## src/rtl/alu_pipe.sv

```systemverilog
// Two-stage pipelined ALU with valid/ready handshakes and registered status flags.
// Optional build macro ALU_PIPE_SAT_EN: ADD/SUB/NEG saturate on signed overflow.
module alu_pipe #(
  parameter int WIDTH = 32
) (
  input  logic             CLK,
  input  logic             RST,
  input  logic             IN_VALID,
  output logic             IN_READY,
  input  logic [WIDTH-1:0] A,
  input  logic [WIDTH-1:0] B,
  input  logic [3:0]       INST,
  input  logic             SEL,
  output logic             OUT_VALID,
  input  logic             OUT_READY,
  output logic [WIDTH-1:0] Z,
  output logic             FLAG_Z,
  output logic             FLAG_N,
  output logic             FLAG_C,
  output logic             FLAG_V
);

  localparam int MSB = WIDTH - 1;

`ifdef ALU_PIPE_SAT_EN
  // A wrapped overflow result carries the wrong sign, so its MSB picks the clamp direction.
  function automatic logic [WIDTH-1:0] saturate(input logic [WIDTH-1:0] wrapped, input logic ovf);
    if (!ovf) return wrapped;
    return wrapped[MSB] ? {1'b0, {(WIDTH-1){1'b1}}} : {1'b1, {(WIDTH-1){1'b0}}};
  endfunction
`endif

  logic             vld_p1, vld_p2;
  logic [WIDTH-1:0] a_p1, b_p1;
  logic [3:0]       inst_p1;
  logic             sel_p1;
  logic [WIDTH-1:0] z_p2;
  logic             fz_p2, fn_p2, fc_p2, fv_p2;
  logic             adv1, adv2;

  assign adv2     = !vld_p2 || OUT_READY;
  assign adv1     = adv2 || !vld_p1;
  assign IN_READY = adv1;

  // ---- stage 1: operand capture ----
  always_ff @(posedge CLK) begin
    if (adv1 && IN_VALID) begin
      a_p1    <= A;
      b_p1    <= B;
      inst_p1 <= INST;
      sel_p1  <= SEL;
    end
  end

  logic signed [WIDTH-1:0] a_s, b_s;
  logic [WIDTH:0]          sum, diff;
  logic signed [WIDTH-1:0] neg;
  logic [WIDTH-1:0]        res, z_n;
  logic                    c_n, v_n;

  assign a_s = a_p1;
  assign b_s = b_p1;

  always_comb begin
    sum  = {1'b0, a_p1} + {1'b0, b_p1};
    diff = {1'b0, a_p1} - {1'b0, b_p1};
    neg  = -a_s;
    res  = '0;
    c_n  = 1'b0;
    v_n  = 1'b0;
    case (inst_p1)
      4'h0: begin
        res = sum[MSB:0];
        c_n = sum[WIDTH];
        v_n = (a_s[MSB] == b_s[MSB]) && (sum[MSB] != a_s[MSB]);
      end
      4'h1: begin
        res = neg;
        c_n = (a_p1 == '0);
        v_n = (a_p1 == {1'b1, {(WIDTH-1){1'b0}}});
      end
      4'h2: res = a_p1 & b_p1;
      4'h3: res = a_p1 | b_p1;
      4'h4: res = a_p1 ^ b_p1;
      4'h5: res = ~a_p1;
      4'h6: res = sel_p1 ? b_p1 : a_p1;
      4'h7: res = sel_p1 ? a_p1 : b_p1;
      4'h8: begin
        res = diff[MSB:0];
        c_n = !diff[WIDTH];
        v_n = (a_s[MSB] != b_s[MSB]) && (diff[MSB] != a_s[MSB]);
      end
      4'h9: res = {{(WIDTH-1){1'b0}}, (a_p1 <  b_p1)};
      4'hA: res = {{(WIDTH-1){1'b0}}, (a_p1 <= b_p1)};
      4'hB: res = {{(WIDTH-1){1'b0}}, (a_p1 >  b_p1)};
      4'hC: res = {{(WIDTH-1){1'b0}}, (a_p1 >= b_p1)};
      4'hD: res = {{(WIDTH-1){1'b0}}, (a_p1 == b_p1)};
      4'hE: res = {{(WIDTH-1){1'b0}}, (a_p1 != b_p1)};
      default: res = b_p1 ^ {{(WIDTH-1){1'b0}}, sel_p1};
    endcase
`ifdef ALU_PIPE_SAT_EN
    z_n = saturate(res, v_n);
`else
    z_n = res;
`endif
  end

  // ---- stage 2: result and flag registers (block outputs) ----
  always_ff @(posedge CLK) begin
    if (RST) begin
      vld_p1 <= 1'b0;
      vld_p2 <= 1'b0;
      z_p2   <= '0;
      fz_p2  <= 1'b0;
      fn_p2  <= 1'b0;
      fc_p2  <= 1'b0;
      fv_p2  <= 1'b0;
    end else begin
      if (adv1) vld_p1 <= IN_VALID;
      if (adv2) begin
        vld_p2 <= vld_p1;
        if (vld_p1) begin
          z_p2  <= z_n;
          fz_p2 <= (z_n == '0);
          fn_p2 <= z_n[MSB];
          fc_p2 <= c_n;
          fv_p2 <= v_n;
        end
      end
    end
  end

  assign OUT_VALID = vld_p2;
  assign Z         = z_p2;
  assign FLAG_Z    = fz_p2;
  assign FLAG_N    = fn_p2;
  assign FLAG_C    = fc_p2;
  assign FLAG_V    = fv_p2;

endmodule

```

## config.mk

```make
export PLATFORM = sky130hd
export DESIGN_NAME = alu_pipe
export DESIGN_NICKNAME = d
export VERILOG_FILES = /design/src/rtl/alu_pipe.sv
export SDC_FILE = /design/constraint.sdc
export NUM_CORES = 1
export LEC_CHECK = 0
export BUFFER_PORTS_ARGS = -buffer_cell sky130_fd_sc_hd__buf_4
export CORE_ASPECT_RATIO = 1.4
export CORE_MARGIN = 4
export CORE_UTILIZATION = 35
export DETAILED_ROUTE_END_ITERATION = 8
export SLEW_MARGIN = 20
export SYNTH_ARGS = -nofsm -noshare
export SYNTH_HDL_FRONTEND = slang
export SYNTH_SLANG_ARGS = --single-unit
```

## constraint.sdc

```tcl
create_clock -name CLK -period 3.9 [get_ports CLK]
set_clock_uncertainty 0.2 [all_clocks]
set_input_delay 0.975 -clock CLK [delete_from_list [all_inputs] [get_ports CLK]]
set_output_delay 0.975 -clock CLK [all_outputs]
set_load 0.005 [all_outputs]
```

==> impl_metrics.py <==
metrics = {
    "floorplan": {
        "dieArea_um2": 34580,
        "initial_standard_cell_utilization_of_the_core": 0.3572,
        "die_h_um": 218.4,
        "row_count": 76,
        "die_w_um": 158.3,
        "core_area_um2": 31000,
        "ios": 111,
    },
    "critical_path": {
        "cp.buffers_inverters": 3,
        "critPathTopFamily": "compound AO/OA/AOI/OAI gates",
        "cpMaxStageDelayCell": "sky130_fd_sc_hd__edfxtp_1",
        "worstSetupPathType": "flop to flop",
        "r2r.worst_path.cells": 16,
        "slowest_delay_ps": 470,
        "r2r-start": "b_p1[0]$_DFFE_PP_",
        "crit_chain": "ha_4 -> inv_1 -> fa_2 -> nand3b_1 -> a21oi_2 -> nor2b_1 -> o21ai_1 -> o221a_2 -> o21ai_1 -> buf_4 -> a221o_1 -> nor4_1 -> buf_4 -> and4_1 -> and4b_1 -> a41o_1",
        "worst-endpoint-required_ps": 4040,
        "startpoint_type": "flop",
        "critPathMaxFanout": 4,
        "reg2reg_setup_slack_ps": 70,
        "arrival_time_worst_endpoint_ps": 3970,
        "reg2reg_to": "FLAG_Z$_SDFFE_PP0P_",
        "critical_path.endpoint_type": "flop",
    },
    "grt": {
        "grt_first_pass_wirelength_mm": 80.74,
        "gr-usage-all-layers": 0.3139,
        "globalRouteMet3Util": 0.05547,
        "globalRoute.busiestLayer": "met2",
        "first_global_vias": 13170,
        "grtUsageMet1": 0.3643,
        "number_of_antenna_violations_at_the_first_check_in_global_routing": 0,
        "grt_util_met2": 0.5345,
        "grt_start_max_net_pins": 70,
        "globalRouteOverflowTotal": 0,
    },
    "synthesis": {
        "synth-async-reset-ratio": 0,
        "yosysWarnings": 0,
        "synth_area_per_cell_um2": 7.721,
        "netlist.top_cell.by_area": "sky130_fd_sc_hd__edfxtp_1",
        "netlist_top_cells_area": "sky130_fd_sc_hd__edfxtp_1 19%, sky130_fd_sc_hd__ha_1 11%, sky130_fd_sc_hd__a21oi_1 7.3%, sky130_fd_sc_hd__dfxtp_1 6.7%, sky130_fd_sc_hd__nor2_1 4.5%",
        "combined_area_of_all_synthesized_cells_um2": 11070,
        "yosys.cell_count.top_type": "sky130_fd_sc_hd__a21oi_1",
        "synth-seq-cells": 106,
        "synth_fp_nets": 1609,
        "synth_flop_cell": "sky130_fd_sc_hd__edfxtp_1",
        "leading_post_synthesis_cells_by_instance_count": "161 x sky130_fd_sc_hd__a21oi_1, 134 x sky130_fd_sc_hd__nor2_1, 132 x sky130_fd_sc_hd__nand2_1",
        "number_of_enable_type_register_cells_in_the_synthesized_netlist": 69,
        "yosys.area.top_type_share": 0.1871,
        "synth_cells": 1434,
        "synthDistinctLibCells": 92,
        "synth_sequential_area_ratio": 0.2540,
    },
    "sta": {
        "maxSlewViolCount": 0,
        "grt_setup_unrepaired": "yes",
        "final-hold-violation-count": 0,
        "max_clock_freq_mhz": 261.0,
        "layout_worst_path_cycle_share": 0.9824,
        "period_needed_ps": 3831,
        "transition_at_the_pin_with_the_smallest_max_transition_slack_ps": 771.1,
        "number_of_setup_violations_in_the_final_report": 0,
        "max_slew_margin": 0.4849,
    },
    "route": {
        "routed_wirelength_mm": 55.43,
        "route.antenna.remaining_nets": 0,
        "via_per_inst": 5.908,
        "routed-via-count": 13290,
        "drt_iter0_markers": 1382,
        "drc": 0,
        "drt_pre_antenna_iters": 6,
        "wire_per_inst_um": 24.65,
    },
    "place": {
        "globalplace.congestion": 1.076,
        "detailed_place.area_um2": 14910,
        "dp.final_hpwl_mm": 44.99,
        "port-buffer-count": 110,
    },
    "layout": {
        "final_core_util": 0.5069,
        "finish.net_count": 2029,
        "area.growth.synth_to_final_pct": 41.93,
        "layout.cell_area.non_filler_um2": 15710,
        "post_route_cells_drive_above_1_share": 0.3292,
        "insertedDiodeCount": 0,
    },
    "cts": {
        "tritoncts": "yes",
        "numClockSinks": 106,
        "htreeDepth": 3,
        "cts_made_buffers": 9,
        "worst_skew_pair.late_latency_ps": 400,
        "clockRootBuffer": "sky130_fd_sc_hd__clkbuf_16",
        "clock_path_buffers": 2,
        "path_clk_slew_ps": 70,
    },
    "job": {
        "max-cap-violations": 0,
    },
    "min_path": {
        "hold_path_startpoint": "Z[20]$_SDFFE_PP0P_",
        "hold_depth": 2,
        "hold_end": "Z[20]$_SDFFE_PP0P_",
        "holdCritPathClass": "flop to flop",
    },
    "power_and_ir_drop": {
        "total_power_mw": 4.272,
        "total_leakage_power_nw": 6.734,
        "power_density_nw_per_um2": 271.8,
        "max-vdd-ir-drop_uv": 167.4,
    },
    "status": {
        "run_status": "finished clean",
    },
}
==> timing repair <==
item | in CTS | in global routing
setup endpoints to repair | 6 | 6
buffers inserted | 7 | 8
pin swaps | 8 | 29
hold buffers | 0 | 0
gates resized for setup | 35 | 53
==> cells in the final DEF, fill, tap and decap left out, types with 9 or more instances in the layout <==
cell type / n
sky130_fd_sc_hd__buf_4: 492
sky130_fd_sc_hd__a21oi_1: 151
sky130_fd_sc_hd__nand2_1: 131
sky130_fd_sc_hd__nor2_1: 131
sky130_fd_sc_hd__inv_1: 91
sky130_fd_sc_hd__ha_1: 91
sky130_fd_sc_hd__edfxtp_1: 69
sky130_fd_sc_hd__o21ai_0: 60
sky130_fd_sc_hd__xnor2_1: 51
sky130_fd_sc_hd__nor3_1: 45
sky130_fd_sc_hd__nand3_1: 38
sky130_fd_sc_hd__dfxtp_1: 37
sky130_fd_sc_hd__o22ai_1: 24
sky130_fd_sc_hd__a211oi_1: 20
sky130_fd_sc_hd__nor2b_1: 19
sky130_fd_sc_hd__nand4_1: 19
sky130_fd_sc_hd__nor4_1: 17
sky130_fd_sc_hd__a221oi_1: 17
sky130_fd_sc_hd__o211ai_1: 16
sky130_fd_sc_hd__o31ai_1: 16
sky130_fd_sc_hd__mux2i_1: 15
sky130_fd_sc_hd__nand2b_1: 14
sky130_fd_sc_hd__o221ai_1: 14
sky130_fd_sc_hd__a22oi_1: 13
sky130_fd_sc_hd__a21o_1: 10
sky130_fd_sc_hd__clkbuf_16: 10
sky130_fd_sc_hd__a21oi_2: 9
sky130_fd_sc_hd__o21ai_1: 9
==> report_power, final <==
group / total [mW] / internal [mW] / leakage (nW) / switching (mW)
clock: 0.991 / 0.508 / 0.155 / 0.483
combinational: 1.96 / 0.875 / 5.60 / 1.08
sequential: 1.32 / 1.27 / 0.976 / 0.0555
total: 4.27 / 2.65 / 6.73 / 1.62
==> cell type report <==
class / instances / area, µm²
Fill cell: 3116 / 15290
Multi-Input combinational cell: 1139 / 7899
Timing Repair Buffer: 500 / 3845
Sequential cell: 106 / 2813
Tap cell: 390 / 488.0
Inverter: 98 / 367.9
Clock buffer: 11 / 254.0
Clock inverter: 5 / 47.55
==> cells by family (layout without fill, tap and decap cells) <==
group                    Yosys count  after routing  synth area share
AO/OA/AOI/OAI                    481            481            0.2874
flip-flops                       106            106            0.2540
XOR/XNOR                          56             56           0.04430
multiplexers                      17             17           0.01559
adder cells (fa/ha/maj)          102            102            0.1166
AND/OR/NAND/NOR                  483            483            0.2139
buffers and inverters            189            614           0.06814
==> worst min-delay path, stage by stage (launching register included) <==
cell	delay, ps
sky130_fd_sc_hd__dfxtp_1	310
sky130_fd_sc_hd__nand2_1	50
sky130_fd_sc_hd__a21oi_1	50
==> sequential cells by signal (all words and copies together), names as in the netlist <==
signal     count
Z             32
OUT_VALID      1
vld_p1         1
FLAG_V         1
sel_p1         1
inst_p1        4
a_p1          32
FLAG_Z         1
FLAG_C         1
b_p1          32
==> how the worst max path moves through the flow <==
stage,startpoint,to,slack [ps],cells after the start
4_1_cts,a_p1[18]$_DFFE_PP_,FLAG_Z$_SDFFE_PP0P_,4,14
3_3_place_gp,b_p1[0]$_DFFE_PP_,FLAG_Z$_SDFFE_PP0P_,-260,15
2_1_floorplan,a_p1[2]$_DFFE_PP_,FLAG_Z$_SDFFE_PP0P_,200,15
6_report,b_p1[0]$_DFFE_PP_,FLAG_Z$_SDFFE_PP0P_,70,16
5_1_grt,b_p1[15]$_DFFE_PP_,Z[30]$_SDFFE_PP0P_,-170,15
3_5_place_dp,b_p1[0]$_DFFE_PP_,FLAG_Z$_SDFFE_PP0P_,-310,15
==> per-layer routing <==
| metal | wire length, µm | share of wire | up-vias |
|---|---|---|---|
| li1 | - | - | 6152 |
| met2 | 26920 | 0.49 | 704 |
| met3 | 4248 | 0.077 | 198 |
| met5 | 0 | 0 | - |
| met4 | 3890 | 0.070 | 0 |
| met1 | 20370 | 0.37 | 6233 |
==> per-stage QoR <==
step	worst slack (ps)	std cells	setup TNS, ps	hold slack, ps
5_1_grt	-170.8	2249	-321.9	285.5
4_1_cts	4.234	2241	0	259.2
3_5_place_dp	-306.3	2218	-814.9	248.7
3_3_place_gp	-258.9	2217	-535.5	244.1
2_1_floorplan	202.2	1434	0	248.3
6_report	68.64	2249	0	253.4
Note: power is estimated with default switching activity, not from simulation.
